`src/rtl/mem_arb_pkg.sv`:
```
// Shared constants and types for the two-port main_mem arbiter.
// Latency: n/a (declarations only).
// Backpressure: n/a (declarations only).
package mem_arb_pkg;

  localparam logic [1:0] ST_IDLE   = 2'd0;
  localparam logic [1:0] ST_ACCESS = 2'd1;
  localparam logic [1:0] ST_RESP   = 2'd2;

  localparam logic SRC_I = 1'b0;
  localparam logic SRC_D = 1'b1;

  localparam logic [3:0] FETCH_SEL = 4'b1111;

  typedef enum logic [1:0] {
    S_IDLE   = ST_IDLE,
    S_ACCESS = ST_ACCESS,
    S_RESP   = ST_RESP
  } arb_state_t;

endpackage

```
`src/rtl/mem_arbiter.sv`:
```
// Purpose: shares single-ported main_mem between instruction fetch (i_*) and load/store (d_*);
// Latency: request seen in IDLE -> ACCESS next cycle -> ack the cycle after (one access per 3 cycles);
// Backpressure: requesters hold req until their one-cycle ack; data has priority, fetch forced after STARVE_LIMIT.
// Ports:
//   clk, rst         : clock, synchronous active-high reset
//   i_req/i_addr     : fetch request;   i_ack/i_rdata : fetch completion and word
//   d_req/d_we/d_addr/d_sel/d_wdata : load/store request; d_ack/d_rdata : completion and load word
//   mem_ce/mem_wr_fg/mem_addr/mem_sel/mem_wdata/mem_rdata : main_mem port (driven only in ACCESS)
//   busy             : FSM not idle
module mem_arbiter
  import mem_arb_pkg::*;
#(
  parameter int STARVE_LIMIT = 4
) (
  input  logic        clk,
  input  logic        rst,
  input  logic        i_req,
  input  logic [31:0] i_addr,
  output logic        i_ack,
  output logic [31:0] i_rdata,
  input  logic        d_req,
  input  logic        d_we,
  input  logic [31:0] d_addr,
  input  logic [3:0]  d_sel,
  input  logic [31:0] d_wdata,
  output logic        d_ack,
  output logic [31:0] d_rdata,
  output logic        mem_ce,
  output logic        mem_wr_fg,
  output logic [31:0] mem_addr,
  output logic [3:0]  mem_sel,
  output logic [31:0] mem_wdata,
  input  logic [31:0] mem_rdata,
  output logic        busy
);

  localparam logic [3:0] LIMIT = 4'(STARVE_LIMIT);

  arb_state_t  state_q, state_d;
  logic        src_q, src_d;
  logic [31:0] addr_q, addr_d;
  logic        we_q, we_d;
  logic [3:0]  sel_q, sel_d;
  logic [31:0] wdata_q, wdata_d;
  logic [3:0]  starve_cnt_q, starve_cnt_d;
  logic [31:0] i_rdata_q, i_rdata_d;
  logic [31:0] d_rdata_q, d_rdata_d;
  logic        grant_i;
  logic        in_access;

  always_comb begin
    state_d      = state_q;
    src_d        = src_q;
    addr_d       = addr_q;
    we_d         = we_q;
    sel_d        = sel_q;
    wdata_d      = wdata_q;
    starve_cnt_d = starve_cnt_q;
    i_rdata_d    = i_rdata_q;
    d_rdata_d    = d_rdata_q;
    grant_i      = 1'b0;

    case (state_q)
      S_IDLE: begin
        if (i_req || d_req) begin
          // Data wins a tie unless fetch has already waited LIMIT data grants.
          grant_i = i_req && (!d_req || (starve_cnt_q == LIMIT));
          state_d = S_ACCESS;
          if (grant_i) begin
            src_d        = SRC_I;
            addr_d       = i_addr;
            we_d         = 1'b0;
            sel_d        = FETCH_SEL;
            wdata_d      = '0;
            starve_cnt_d = '0;
          end else begin
            src_d   = SRC_D;
            addr_d  = d_addr;
            we_d    = d_we;
            sel_d   = d_sel;
            wdata_d = d_wdata;
            if (!i_req) begin
              starve_cnt_d = '0;
            end else if (starve_cnt_q != LIMIT) begin
              starve_cnt_d = starve_cnt_q + 4'd1;
            end
          end
        end
      end
      S_ACCESS: begin
        state_d = S_RESP;
        if (!we_q) begin
          if (src_q == SRC_D) begin
            d_rdata_d = mem_rdata;
          end else begin
            i_rdata_d = mem_rdata;
          end
        end
      end
      S_RESP: begin
        state_d = S_IDLE;
      end
      default: begin
        state_d = S_IDLE;
      end
    endcase
  end

  always_ff @(posedge clk) begin
    if (rst) begin
      state_q      <= S_IDLE;
      src_q        <= SRC_I;
      addr_q       <= '0;
      we_q         <= 1'b0;
      sel_q        <= '0;
      wdata_q      <= '0;
      starve_cnt_q <= '0;
      i_rdata_q    <= '0;
      d_rdata_q    <= '0;
    end else begin
      state_q      <= state_d;
      src_q        <= src_d;
      addr_q       <= addr_d;
      we_q         <= we_d;
      sel_q        <= sel_d;
      wdata_q      <= wdata_d;
      starve_cnt_q <= starve_cnt_d;
      i_rdata_q    <= i_rdata_d;
      d_rdata_q    <= d_rdata_d;
    end
  end

  // The memory port is a pure decode of ACCESS so nothing can write outside it.
  assign in_access = (state_q == S_ACCESS);
  assign mem_ce    = in_access;
  assign mem_wr_fg = in_access && we_q && (src_q == SRC_D);
  assign mem_addr  = in_access ? addr_q : '0;
  assign mem_sel   = in_access ? ((src_q == SRC_D) ? sel_q : FETCH_SEL) : '0;
  assign mem_wdata = in_access ? wdata_q : '0;

  assign i_ack   = (state_q == S_RESP) && (src_q == SRC_I);
  assign d_ack   = (state_q == S_RESP) && (src_q == SRC_D);
  assign i_rdata = i_rdata_q;
  assign d_rdata = d_rdata_q;
  assign busy    = (state_q != S_IDLE);

endmodule

```
`config.mk`:
```
export PLATFORM = sky130hd
export DESIGN_NAME = mem_arbiter
export DESIGN_NICKNAME = d
export VERILOG_FILES = /design/src/rtl/mem_arb_pkg.sv /design/src/rtl/mem_arbiter.sv
export SDC_FILE = /design/constraint.sdc
export NUM_CORES = 1
export LEC_CHECK = 0
export BUFFER_PORTS_ARGS = -buffer_cell sky130_fd_sc_hd__buf_4
export CORE_ASPECT_RATIO = 1.5
export CORE_MARGIN = 2
export CORE_UTILIZATION = 46
export CTS_CLUSTER_SIZE = 20
export DETAILED_ROUTE_END_ITERATION = 16
export GPL_TIMING_DRIVEN = 0
export PLACE_DENSITY = 0.79
export SLEW_MARGIN = 15
export SYNTH_ARGS = -nofsm -noshare
export SYNTH_HDL_FRONTEND = slang
export SYNTH_SLANG_ARGS = --single-unit
```
`constraint.sdc`:
```
create_clock -name clk -period 2.1 [get_ports clk]
set_input_delay 0.42 -clock clk [delete_from_list [all_inputs] [get_ports clk]]
set_output_delay 0.42 -clock clk [all_outputs]
set_load 0.005 [all_outputs]
```
==> results.md <==
- Final Hold Vio Count: 0
- Maximum number of pins on one net before global-route repair: 17
- Netlist Area Pre-Place: a little under 0.006 sq mm
- Largest vdd supply drop: roughly 0.00053 V
- Sw Pwr: ~0.0019 W
- Sequential share of the synthesized area: 0.4857
- Logic gate share of total power: 0.167
- Total Routing Usage GR: 0.2694
- GP Congestion: approximately 0.84
- Die X-Extent: about 95 um
- CP Capture Type: primary output
- Worst Hold Class: primary input to flop
- Number of diodes added for antenna fixing: 0
- Clock tree skew after final layout: slightly above 0.008 ns
- Pre-CTS setup slack: -0.08174 ns
- Hold Startpoint: d_addr[20]
- Run status: completed
- Count of placed standard cells including taps: about 1200
- Ratio of routed vias to standard cells: approximately 5
- Sequential power share: 0.410
- Number of global-route vias before repair: 5906
- Count of input and output buffers: roughly 270
- Effective utilization at floorplan: 0.4659
- Final std cells w/o fill: roughly 1200
- Min Tclk post-route: between 2 and 2.5 ns
- Critical path launch point type: flop
- Power consumption: 0.007141 W
- Worst Path Max Fanout: 5
- Top-level I/O count: around 270
- Count of hold buffers inserted by post-cts repair: 0
- Final setup slack of the worst path: 0.05519 ns
- Total grt overflow: 0
- Sum of negative setup slack: 0 ns
- Utilization after layout: 0.7077
- Data required, critical path: between 1.5 and 2 ns
- Cell area power density: approximately 810 mW/mm^2
- Maximum level of the CTS H-tree: 4
- Ratio of cells with drive above 1 in the final layout: 0.3409
- Nets in the synthesized netlist: roughly 880
- Detailed-route wire length: roughly 19000 um
- Number of fillers in the final layout: approximately 1100
- Fraction of power spent switching nets: 0.2670
- Endpoint arrival time on the critical path: ~1.6 ns
- Warning count from the yosys run: 0
- Period utilization: 0.9737
- Max-cap violations: 0
- Vertical die dimension: ~140 um
- Clock slew at the register clock pins of the worst setup and hold paths: ~0.06 ns
- Remaining DRCs: 0
- TritonCTS clock tree: yes
- HPWL reported at the end of detailed placement: ~14000 um
- FF-to-FF Start: starve_cnt_q[0]
- Wirelength per Cell: 15.35 um
- Synthesis-to-layout area growth: 51.91%
- Kind of critical path: flop to primary output
- Worst relative slew slack: 0.5912
- Overall die area: 0.01348 sq mm
- Clock Tree Buf Depth: 2
- Unrepaired setup endpoints after global routing: no
- Static power due to leakage: 3.940 nW
- Seq cells post-synth: 140
- Clock Root Buffer: clkbuf_16
- Cell Rows: 50
- Worst setup path start: state_q[1]
- Number of pins exceeding their max-slew limit in the final report: 0
- Antenna-violating nets left: 0
- Clock share of power: 0.423
- Final setup viols: 0
- Number of clock sinks: 140
- Slew at the pin closest to its max-slew limit: ~0.61 ns
- Initial antenna violation count: 0
- TritonCTS buffer count: 17
- Mapped Avg Cell Area: 7.756 sq um
- Standard cell core area: between 0.01 and 0.015 sq mm
- Post-layout net count: about 1200
- Synth Instances: ~740
- Initial DRC Count: approximately 190
- Via Count: around 6100
- Global-route wire length before repair: 28180 um
- Number of distinct standard cells referenced by the synthesized netlist: 30
- Highest achievable clock rate: 489.0 MHz
- Number of iterations in the first detailed-routing pass: 4
- Total internal power: around 0.0052 W
- Clk Latency, worst-skew pair: 0.41 ns
==> cell usage in the layout, fill, tap and decap left out, types with 5 or more instances in the layout <==
master / n
buf_4: 277
nor3_1: 5
nand2_1: 196
a211oi_1: 37
nor2_1: 38
clkbuf_16: 19
clkbuf_1: 24
nand3_1: 37
buf_2: 28
dfxtp_1: 138
and2_1: 63
a21oi_1: 134
inv_1: 7
==> final timing paths <==
check / endpoint / slack [ns] / cells past startpoint
max: mem_wdata[16] / 0.06 / 7
min: addr_q[20] / 0.25 / 3
max reg2reg: addr_q[8] / 0.22 / 8
min reg2reg: wdata_q[31] / 0.45 / 2
==> area by class of cell <==
class,instances,area [sq um],area share
Multi-Input combinational cell,532,2641,0.3013
Clock buffer,18,439.2,0.05010
Clock inverter,14,160.2,0.01827
Timing Repair Buffer,277,2115,0.2412
Sequential cell,140,2805,0.3200
Tap cell,156,195.2,0.02227
Buffer,64,375.4,0.04282
Inverter,8,35.03,0.003997
==> flip-flops by register name, indices dropped and copies added (netlist names) <==
| register | flops |
|---|---|
| src_q | 1 |
| state_q | 2 |
| addr_q | 32 |
| sel_q | 4 |
| we_q | 1 |
| d_rdata | 32 |
| wdata_q | 32 |
| i_rdata | 32 |
| starve_cnt_q | 4 |
==> worst max-delay path: stages, from the launching register on <==
cell and delay (ns):
dfxtp_2 0.35, nand2b_4 0.13, buf_6 0.11, inv_6 0.04, clkbuf_16 0.14, buf_8 0.12
and2_1 0.16, buf_4 0.15
==> cell families (layout without fill, tap and decap cells) <==
group / Yosys count / after routing / synth area share
flops: 140 / 140 / 0.4857
buf+inv: 72 / 381 / 0.05833
simple gates: 352 / 352 / 0.2767
fa+ha+maj: 2 / 2 / 0.004336
compound gates: 178 / 178 / 0.1750
==> what timing repair did <==
item                                    CTS  global route
cloned                                    0             2
endpoints found under the setup margin   66            55
buffers inserted                          1             2
hold endpoints to repair                  0             0
resized for setup                        22            10
==> per-layer routing <==
layer  global-route usage  vias up  part of all wire
met5                    0        -                 0
met4               0.1165        0             0.033
met3              0.07964       42             0.074
met2               0.5048      229              0.54
met1               0.2664     2766              0.35
li1                     -     3058                 -
==> synth_stat cells <==
| library cell | number | area (sq um) |
|---|---|---|
| a211oi_1 | 37 | 277.8 |
| o21a_1 | 1 | 7.510 |
| nor2_1 | 38 | 142.6 |
| o21ai_1 | 1 | 5.000 |
| nor3b_2 | 1 | 12.51 |
| a21boi_4 | 1 | 18.77 |
| inv_1 | 8 | 30.03 |
| a21oi_1 | 134 | 670.6 |
| nand3b_4 | 1 | 20.02 |
| nand3b_1 | 2 | 15.01 |
| nand2_1 | 196 | 735.7 |
| buf_4 | 2 | 15.01 |
| nor3b_1 | 1 | 7.510 |
| nand4b_1 | 1 | 8.760 |
| nand3_1 | 37 | 185.2 |
| and3_1 | 2 | 12.51 |
| a22oi_1 | 1 | 7.510 |
| dfxtp_1 | 140 | 2803 |
| and2_1 | 64 | 400.4 |
| and3b_1 | 1 | 8.760 |
| clkbuf_1 | 30 | 112.6 |
| or3_1 | 1 | 6.260 |
| ha_1 | 2 | 25.02 |
| buf_2 | 29 | 145.1 |
| buf_6 | 3 | 33.78 |
| a31oi_1 | 2 | 12.51 |
| a21bo_2 | 1 | 10.01 |
| nand2b_1 | 1 | 6.260 |
| nor3_1 | 5 | 25.02 |
| nor3_2 | 1 | 10.01 |
==> metrics by stage <==
stage / instance area (sq um) / hold WS (ns)
after floorplan: 5771 / 0.4317
after CTS: 8677 / 0.2396
after global placement: 8008 / 0.4368
after detailed placement: 8008 / 0.4420
final: 8766 / 0.2530
after global routing: 8766 / 0.2510
==> power by group through the flow <==
| stage | Clock, W | Sequential [W] | Combinational [W] |
|---|---|---|---|
| after global placement | 0 | 0.00298 | 0.00112 |
| after detailed placement | 0 | 0.00299 | 0.00113 |
| after CTS | 0.00306 | 0.00293 | 0.00116 |
| after floorplan | 0 | 0.00297 | 0.000569 |
| final | 0.00302 | 0.00293 | 0.00119 |
| after global routing | 0.00319 | 0.00295 | 0.00131 |
Note: power is estimated with default switching activity, not from simulation.
